File: src/rtl/reg_file_mp.sv
// Multi-read-port RV32I register file with async reset, dropped-write flag and a hardware clear sequencer.
// Optional write-first forwarding on the read ports and a0 tap when REGFILE_BYPASS_EN is defined.

module reg_file_mp_rd #(
  parameter int DW = 32,
  parameter int AW = 5
) (
  input  logic [(1<<AW)-1:0][DW-1:0] mem,
  input  logic [AW-1:0]              addr,
  input  logic                       fwd,
  input  logic [AW-1:0]              wa,
  input  logic [DW-1:0]              wd,
  output logic [DW-1:0]              data
);
  always_comb begin
    data = mem[addr];
    if (fwd && addr == wa) data = wd;
    if (addr == '0) data = '0;
  end
endmodule

module reg_file_mp #(
  parameter int D_WIDTH       = 32,
  parameter int ADDRESS_WIDTH = 5,
  parameter int NUM_RD        = 2,
  parameter int TAP_REG       = 10
) (
  input  logic                            clk,
  input  logic                            rst,
  input  logic                            wr_en,
  input  logic [ADDRESS_WIDTH-1:0]        a3,
  input  logic [D_WIDTH-1:0]              din,
  input  logic [NUM_RD*ADDRESS_WIDTH-1:0] rd_addr,
  output logic [NUM_RD*D_WIDTH-1:0]       rd_data,
  output logic [D_WIDTH-1:0]              a0,
  input  logic                            clr_req,
  output logic                            clr_busy,
  output logic                            clr_done,
  output logic                            wr_drop
);
  localparam int DEPTH = 1 << ADDRESS_WIDTH;
  localparam logic [ADDRESS_WIDTH-1:0] LAST = ADDRESS_WIDTH'(DEPTH - 1);
  localparam logic [ADDRESS_WIDTH-1:0] TAP  = ADDRESS_WIDTH'(TAP_REG);

  typedef enum logic [1:0] {IDLE, CLEAR, DONE} state_t;

  logic [DEPTH-1:0][D_WIDTH-1:0] mem;
  state_t                        state;
  logic [ADDRESS_WIDTH-1:0]      idx;
  logic                          wr_ok;
  logic                          fwd;

  assign wr_ok = wr_en && (a3 != '0) && (state != CLEAR);

`ifdef REGFILE_BYPASS_EN
  assign fwd = wr_ok;
`else
  assign fwd = 1'b0;
`endif

  // Entry 0 is never written: the clear walk starts at 1 and writes to x0 are gated.
  always_ff @(posedge clk or posedge rst) begin
    if (rst) begin
      mem      <= '0;
      state    <= IDLE;
      idx      <= ADDRESS_WIDTH'(1);
      wr_drop  <= 1'b0;
      clr_busy <= 1'b0;
      clr_done <= 1'b0;
    end else begin
      wr_drop  <= 1'b0;
      clr_done <= 1'b0;
      if (wr_ok) mem[a3] <= din;
      case (state)
        IDLE: begin
          if (clr_req) begin
            state    <= CLEAR;
            idx      <= ADDRESS_WIDTH'(1);
            clr_busy <= 1'b1;
          end
        end
        CLEAR: begin
          mem[idx] <= '0;
          if (wr_en && a3 != '0) wr_drop <= 1'b1;
          if (idx == LAST) begin
            state    <= DONE;
            clr_busy <= 1'b0;
            clr_done <= 1'b1;
          end else begin
            idx <= idx + ADDRESS_WIDTH'(1);
          end
        end
        DONE:    state <= IDLE;
        default: state <= IDLE;
      endcase
    end
  end

  genvar k;
  generate
    for (k = 0; k < NUM_RD; k++) begin : g_rd
      reg_file_mp_rd #(.DW(D_WIDTH), .AW(ADDRESS_WIDTH)) u_rd (
        .mem  (mem),
        .addr (rd_addr[k*ADDRESS_WIDTH +: ADDRESS_WIDTH]),
        .fwd  (fwd),
        .wa   (a3),
        .wd   (din),
        .data (rd_data[k*D_WIDTH +: D_WIDTH])
      );
    end
  endgenerate

  reg_file_mp_rd #(.DW(D_WIDTH), .AW(ADDRESS_WIDTH)) u_tap (
    .mem  (mem),
    .addr (TAP),
    .fwd  (fwd),
    .wa   (a3),
    .wd   (din),
    .data (a0)
  );
endmodule

File: config.mk
export PLATFORM = sky130hd
export DESIGN_NAME = reg_file_mp
export DESIGN_NICKNAME = d
export VERILOG_FILES = /design/src/rtl/reg_file_mp.sv
export SDC_FILE = /design/constraint.sdc
export NUM_CORES = 2
export LEC_CHECK = 0
export CAP_MARGIN = 20
export CORE_AREA = 2 2 361 363
export CTS_CLUSTER_SIZE = 16
export DETAILED_ROUTE_END_ITERATION = 8
export DIE_AREA = 0 0 363 365
export MAX_ROUTING_LAYER = met4
export PLACE_DENSITY = 0.67
export SYNTH_ARGS = -nofsm -noshare
export SYNTH_HDL_FRONTEND = slang
export SYNTH_SLANG_ARGS = --single-unit
File: constraint.sdc
create_clock -name clk -period 35 [get_ports clk]
set_input_delay 3.5 -clock clk [delete_from_list [all_inputs] [get_ports clk]]
set_output_delay 3.5 -clock clk [all_outputs]
set_load 0.01 [all_outputs]
* After elaboration in Yosys (flattened, before gate mapping)
Cells that the tools add are included.
Word-level totals: flip-flop bits (word level) 1034, output and inout port bits 99
Cells by class: $add $sub $neg 1, order comparisons 6, equality and inequality tests 6, mux-type cells 26, bitwise operators 2, reduce and logical (&&, ||, !) cells 12
Operators with widths (count):
- $mux W1024 | 2
- $and A1024 B1024 Y1024 | 1
- $bwmux W1024 | 1
- $not A1024 Y1024 | 1
- $bmux W32 S5 | 2
- $demux W32 S5 | 2
- $mux W32 | 6
- $lt A5 B6 Y1 const B | 4
- $ge A5 B1 Y1 const B | 2
- $logic_not A5 Y1 | 2
- $mux W5 | 2
- $pmux W5 S2 | 1
- $mux W1 | 6
- $ne A2 B2 Y1 const B | 3
- $reduce_and A3 Y1 | 2
- $add A5 B1 Y5 const B | 1
- $eq A5 B5 Y1 const B | 1
- $reduce_bool A5 Y1 | 1
- $logic_and A1 B1 Y1 | 4
- $mux W2 | 2
- $pmux W2 S2 | 1
- $eq A2 B1 Y1 const B | 1
- $logic_not A2 Y1 | 1
- $ne A2 B1 Y1 const B | 1
- 3 further kinds | 3

* Logic depth before layout (Yosys ltp)
depth in word-level cells 8, mapped depth 8, gate-level depth less buffers 7

* Modules after synthesis
From an unflattened synthesis, not the netlist that was laid out.
Second synthesis, totals: cells, all modules 7571, area total of the unflattened synthesis 76061.7 µm²
Modules (own cells, without submodules):
- reg_file_mp | times used 1, cells an instance 5015, area an instance 48791.8 µm²
- reg_file_mp_rd | times used 3, cells an instance 852, area an instance 9090.0 µm²

* Least setup slack after synthesis
No wires, ideal clock.
path type input-to-output, start point input rd_addr[5], end point output rd_data[34], arrival 5.039 ns, data required time 31.500 ns, slack 26.461 ns, cell stages on the path 6, path through buf_2 buf_4 buf_2 mux4_2 a221oi_1 a211oi_1
On the way: cells in the longest elaborated chain, start to end 3, elaborated cells on any way between the ends 4
RTL lines:
- start: declaration | RTL line 33 | input logic [NUM_RD*ADDRESS_WIDTH-1:0] rd_addr,
- $bmux W32 S5 | RTL line 16 | data = mem[addr];
- $mux W32 (not written as such) | RTL line 16
- $mux W32 (*) | RTL line 18 | if (addr == '0) data = '0;
- end: declaration | RTL line 34 | output logic [NUM_RD*D_WIDTH-1:0] rd_data,
Every way passes the cells marked *; elsewhere a longest branch is shown, timed or not. The select of a mux whose other input is x is not followed.

* Worst setup path in the final report
start point input rd_addr[7], end point output rd_data[32]
Same word-level chain as after synthesis.

==> flow_summary.json <==
{
  "drc": 0,
  "drive_gt1_share_pct": 15.19,
  "synth_fp_nets": 6241,
  "worstPathRequired_ns": 31.50,
  "grt_usage_pct": 41.80,
  "grt_pass1_wl_um": 386800,
  "antenna_found_initial": 28,
  "core_mm2": 0.1287,
  "cts_resized": 0,
  "ctsHtreeMaxLevel": 3,
  "dpl.hpwl_um": 151800,
  "clock_sinks": 1034,
  "ios": 150,
  "cts-root-buf": "clkbuf_16",
  "ys_types": 52,
  "ant_nets": 0,
  "maxCapViolCount": 0,
  "syn_inst": 6185,
  "clk_latency_ns": 0.78,
  "finalSetupViolations": 0,
  "row_count": 132,
  "crit_type": "in2out",
  "ys_ff_latch": 1034,
  "cts_max_path_buffers": 3,
  "combPwrFrac_pct": 23.7,
  "rsz0062_at_grt": "false",
  "max_slew_margin_pct": 11.96,
  "p_switching_uw": 1240,
  "dpl_cell_area_mm2": 0.06143,
  "nNetsFinal": 6005,
  "netlist_area_mm2": 0.05894,
  "finalClockSkew_ns": 0.03751,
  "vias": 55780,
  "cts_setup_buffers": 0,
  "worst_setup_path_start_kind": "input pin",
  "endpoint_kind": "output port",
  "design_area_mm2": 0.06542,
  "synth_edf_count": 0,
  "ctsHoldBuffers": 0,
  "routed_wirelength_um": 269400,
  "min_period_ns": 11.60,
  "clk_pin_slew_ns": 0.06,
  "tritoncts": "yes",
  "power_leakage_uw": 0.02677,
  "p_clk_share_pct": 34.0,
  "fp.dieArea_mm2": 0.1325,
  "final_util_pct": 50.85,
  "powerDensity_mw_per_mm2": 56.21,
  "worstHoldPathType": "reg2reg",
  "overflow": 0,
  "drt_iter0_markers": 9667,
  "grt_max_degree": 169,
  "swShare_pct": 33.71,
  "first_global_vias": 54190,
  "routed_via_density": 7.195,
  "cp.arrival_ns": 8.10,
  "syn-mean-instance-area_um2": 9.529,
  "start_util_pct": 45.81,
  "fmax_mhz": 86.18,
  "setup_tns_ns": 0,
  "hold_viol": 0,
  "synth_ff_type": "dfrtp_1",
  "fp.dieH_um": 365,
  "die_w_um": 363,
  "async_reset_ff_share_pct": 100.0,
  "min_period_over_period_pct": 33.15,
  "port-buffer-count": 149,
  "status": "finished, final reports clean",
  "yosys_warnings": 0,
  "seq_area_frac_synth_pct": 43.90,
  "syn_to_final_growth_pct": 10.99,
  "maxSlewViolCount": 0,
  "place.gp.congestion": 0.9923,
  "p_seq_share_pct": 42.2,
  "crit_fanout": 68,
  "dr.pass1.iters": 7,
  "cts_buffers": 112,
  "worst_pin_slew_ns": 1.321,
  "p_int_uw": 2438,
  "ir_drop_v": 0.00005061,
  "wl_per_cell_um": 34.75
}
## placed cells by master, fill, tap and decap left out, types with 8 or more instances in the layout
| cell type | netlist | routed |
|---|---|---|
| clkinv_2 | 0 | 25 |
| dfrtp_1 | 1033 | 1033 |
| inv_1 | 10 | 8 |
| mux2_2 | 65 | 65 |
| a211oi_1 | 64 | 64 |
| buf_4 | 80 | 194 |
| nand3_1 | 235 | 226 |
| o21ai_1 | 19 | 19 |
| a22oi_1 | 64 | 64 |
| nor4_4 | 10 | 16 |
| o221ai_1 | 64 | 64 |
| diode_2 | 0 | 35 |
| nor2_4 | 0 | 36 |
| nand2_1 | 1625 | 1623 |
| clkbuf_8 | 0 | 35 |
| nor3_4 | 0 | 9 |
| clkbuf_16 | 0 | 114 |
| clkbuf_1 | 396 | 19 |
| and2_1 | 36 | 35 |
| a221oi_1 | 57 | 57 |
| clkdlybuf4s50_1 | 0 | 139 |
| nand4_1 | 49 | 49 |
| mux4_2 | 352 | 352 |
| nor2b_1 | 44 | 36 |
| mux2i_1 | 320 | 320 |
| o21ai_0 | 270 | 270 |
| nor2_1 | 46 | 10 |
| a311oi_1 | 32 | 32 |
| a21oi_1 | 1025 | 1025 |
## cells in the mapped netlist, types with 4 or more instances
master	instances	share of area (%)
a211oi_1	64	0.82
a21oi_1	1025	8.7
a221oi_1	57	0.85
a22oi_1	64	0.82
a311oi_1	32	0.48
and2_1	36	0.38
buf_1	4	0.025
buf_2	218	1.9
buf_4	80	1.0
clkbuf_1	396	2.5
dfrtp_1	1033	44
ha_1	5	0.11
inv_1	10	0.064
mux2_2	65	1.2
mux2i_1	320	5.4
mux4_2	352	13
nand2_1	1625	10
nand2b_1	6	0.064
nand3_1	235	2.0
nand3b_1	4	0.051
nand4_1	49	0.52
nor2_1	46	0.29
nor2b_1	44	0.47
nor3_2	9	0.15
nor4_2	6	0.13
nor4_4	10	0.36
o2111ai_1	7	0.10
o21ai_0	270	2.3
o21ai_1	19	0.16
o221ai_1	64	0.95
## metrics by stage
stage / std cells / hold WS [ns] / setup slack (ns) / power [uW]
final: 7752 / 0.5141 / 23.40 / 3677
after global routing: 7746 / 0.5282 / 23.61 / 3781
after CTS: 7714 / 0.5125 / 23.86 / 3625
after detailed placement: 7507 / 0.4945 / 23.87 / 2397
after global placement: 7503 / 0.4846 / 23.90 / 2368
after floorplan: 6185 / 0.4666 / 2.402 / 2057
## routing by layer
layer / part of all wire (%) / track usage (%) / routed length (um) / up-vias
met4: 9.7 / 31.70 / 26100 / 0
met5: 0 / - / 0 / -
met2: 40 / 55.61 / 109000 / 5451
li1: - / - / - / 21600
met3: 17 / 19.58 / 45680 / 1654
met1: 33 / 48.64 / 88630 / 27070
## logic make-up after synthesis
group | Yosys count | share of synthesized area [%]
multiplexers | 737 | 20.13
flip-flops | 1034 | 43.90
adder cells (fa/ha/maj) | 5 | 0.1061
buffers and inverters | 711 | 5.532
AO/OA/AOI/OAI | 1606 | 15.23
AND/OR/NAND/NOR | 2092 | 15.10
## final timing paths
path                                 startpoint            endpoint  slack (ns)  cells after the start
setup reg to reg           state[0]$_DFFE_PP0P_  mem[371]$_DFF_PP0_       31.18                      6
min in group asynchronous                   rst  clr_done$_DFF_PP0_        3.24                      2
setup / recovery                     rd_addr[7]         rd_data[32]       23.40                      8
max in group asynchronous                   rst  mem[117]$_DFF_PP0_       28.61                      5
hold / removal                mem[20]$_DFF_PP0_   mem[20]$_DFF_PP0_        0.51                      1
hold reg to reg               mem[20]$_DFF_PP0_   mem[20]$_DFF_PP0_        0.51                      1
## state kept, by name (all words and copies together) (netlist names)
signal,flops
clr_busy,1
state,2
clr_done,1
mem,1024
wr_drop,1
idx,5
## worst max-delay path, stage by stage
cell and delay, ns:
buf_8 0.53, buf_4 0.77, or3b_2 0.34, buf_4 0.82, o221ai_1 0.23, a221oi_1 0.91, a211oi_1 0.28, clkdlybuf4s50_1 0.57
## area by class of cell
| class | instances | area (um^2) |
|---|---|---|
| Fill cell | 11320 | 63240 |
| Multi-Input combinational cell | 4440 | 30330 |
| Sequential cell | 1034 | 25880 |
| Clock buffer | 168 | 3406 |
| Timing Repair Buffer | 351 | 3149 |
| Tap cell | 1675 | 2096 |
| Clock inverter | 39 | 425.4 |
| Antenna cell | 35 | 87.58 |
| Inverter | 10 | 46.29 |
## power by group through the flow
| stage | Sequential [uW] | Clock (uW) | Combinational [uW] |
|---|---|---|---|
| 5_1_grt | 1570 | 1300 | 910 |
| 3_5_place_dp | 1560 | 0 | 832 |
| 2_1_floorplan | 1510 | 0 | 550 |
| 4_1_cts | 1540 | 1250 | 835 |
| 6_report | 1550 | 1250 | 873 |
| 3_3_place_gp | 1550 | 0 | 814 |
(Power assumes the default switching activity.)
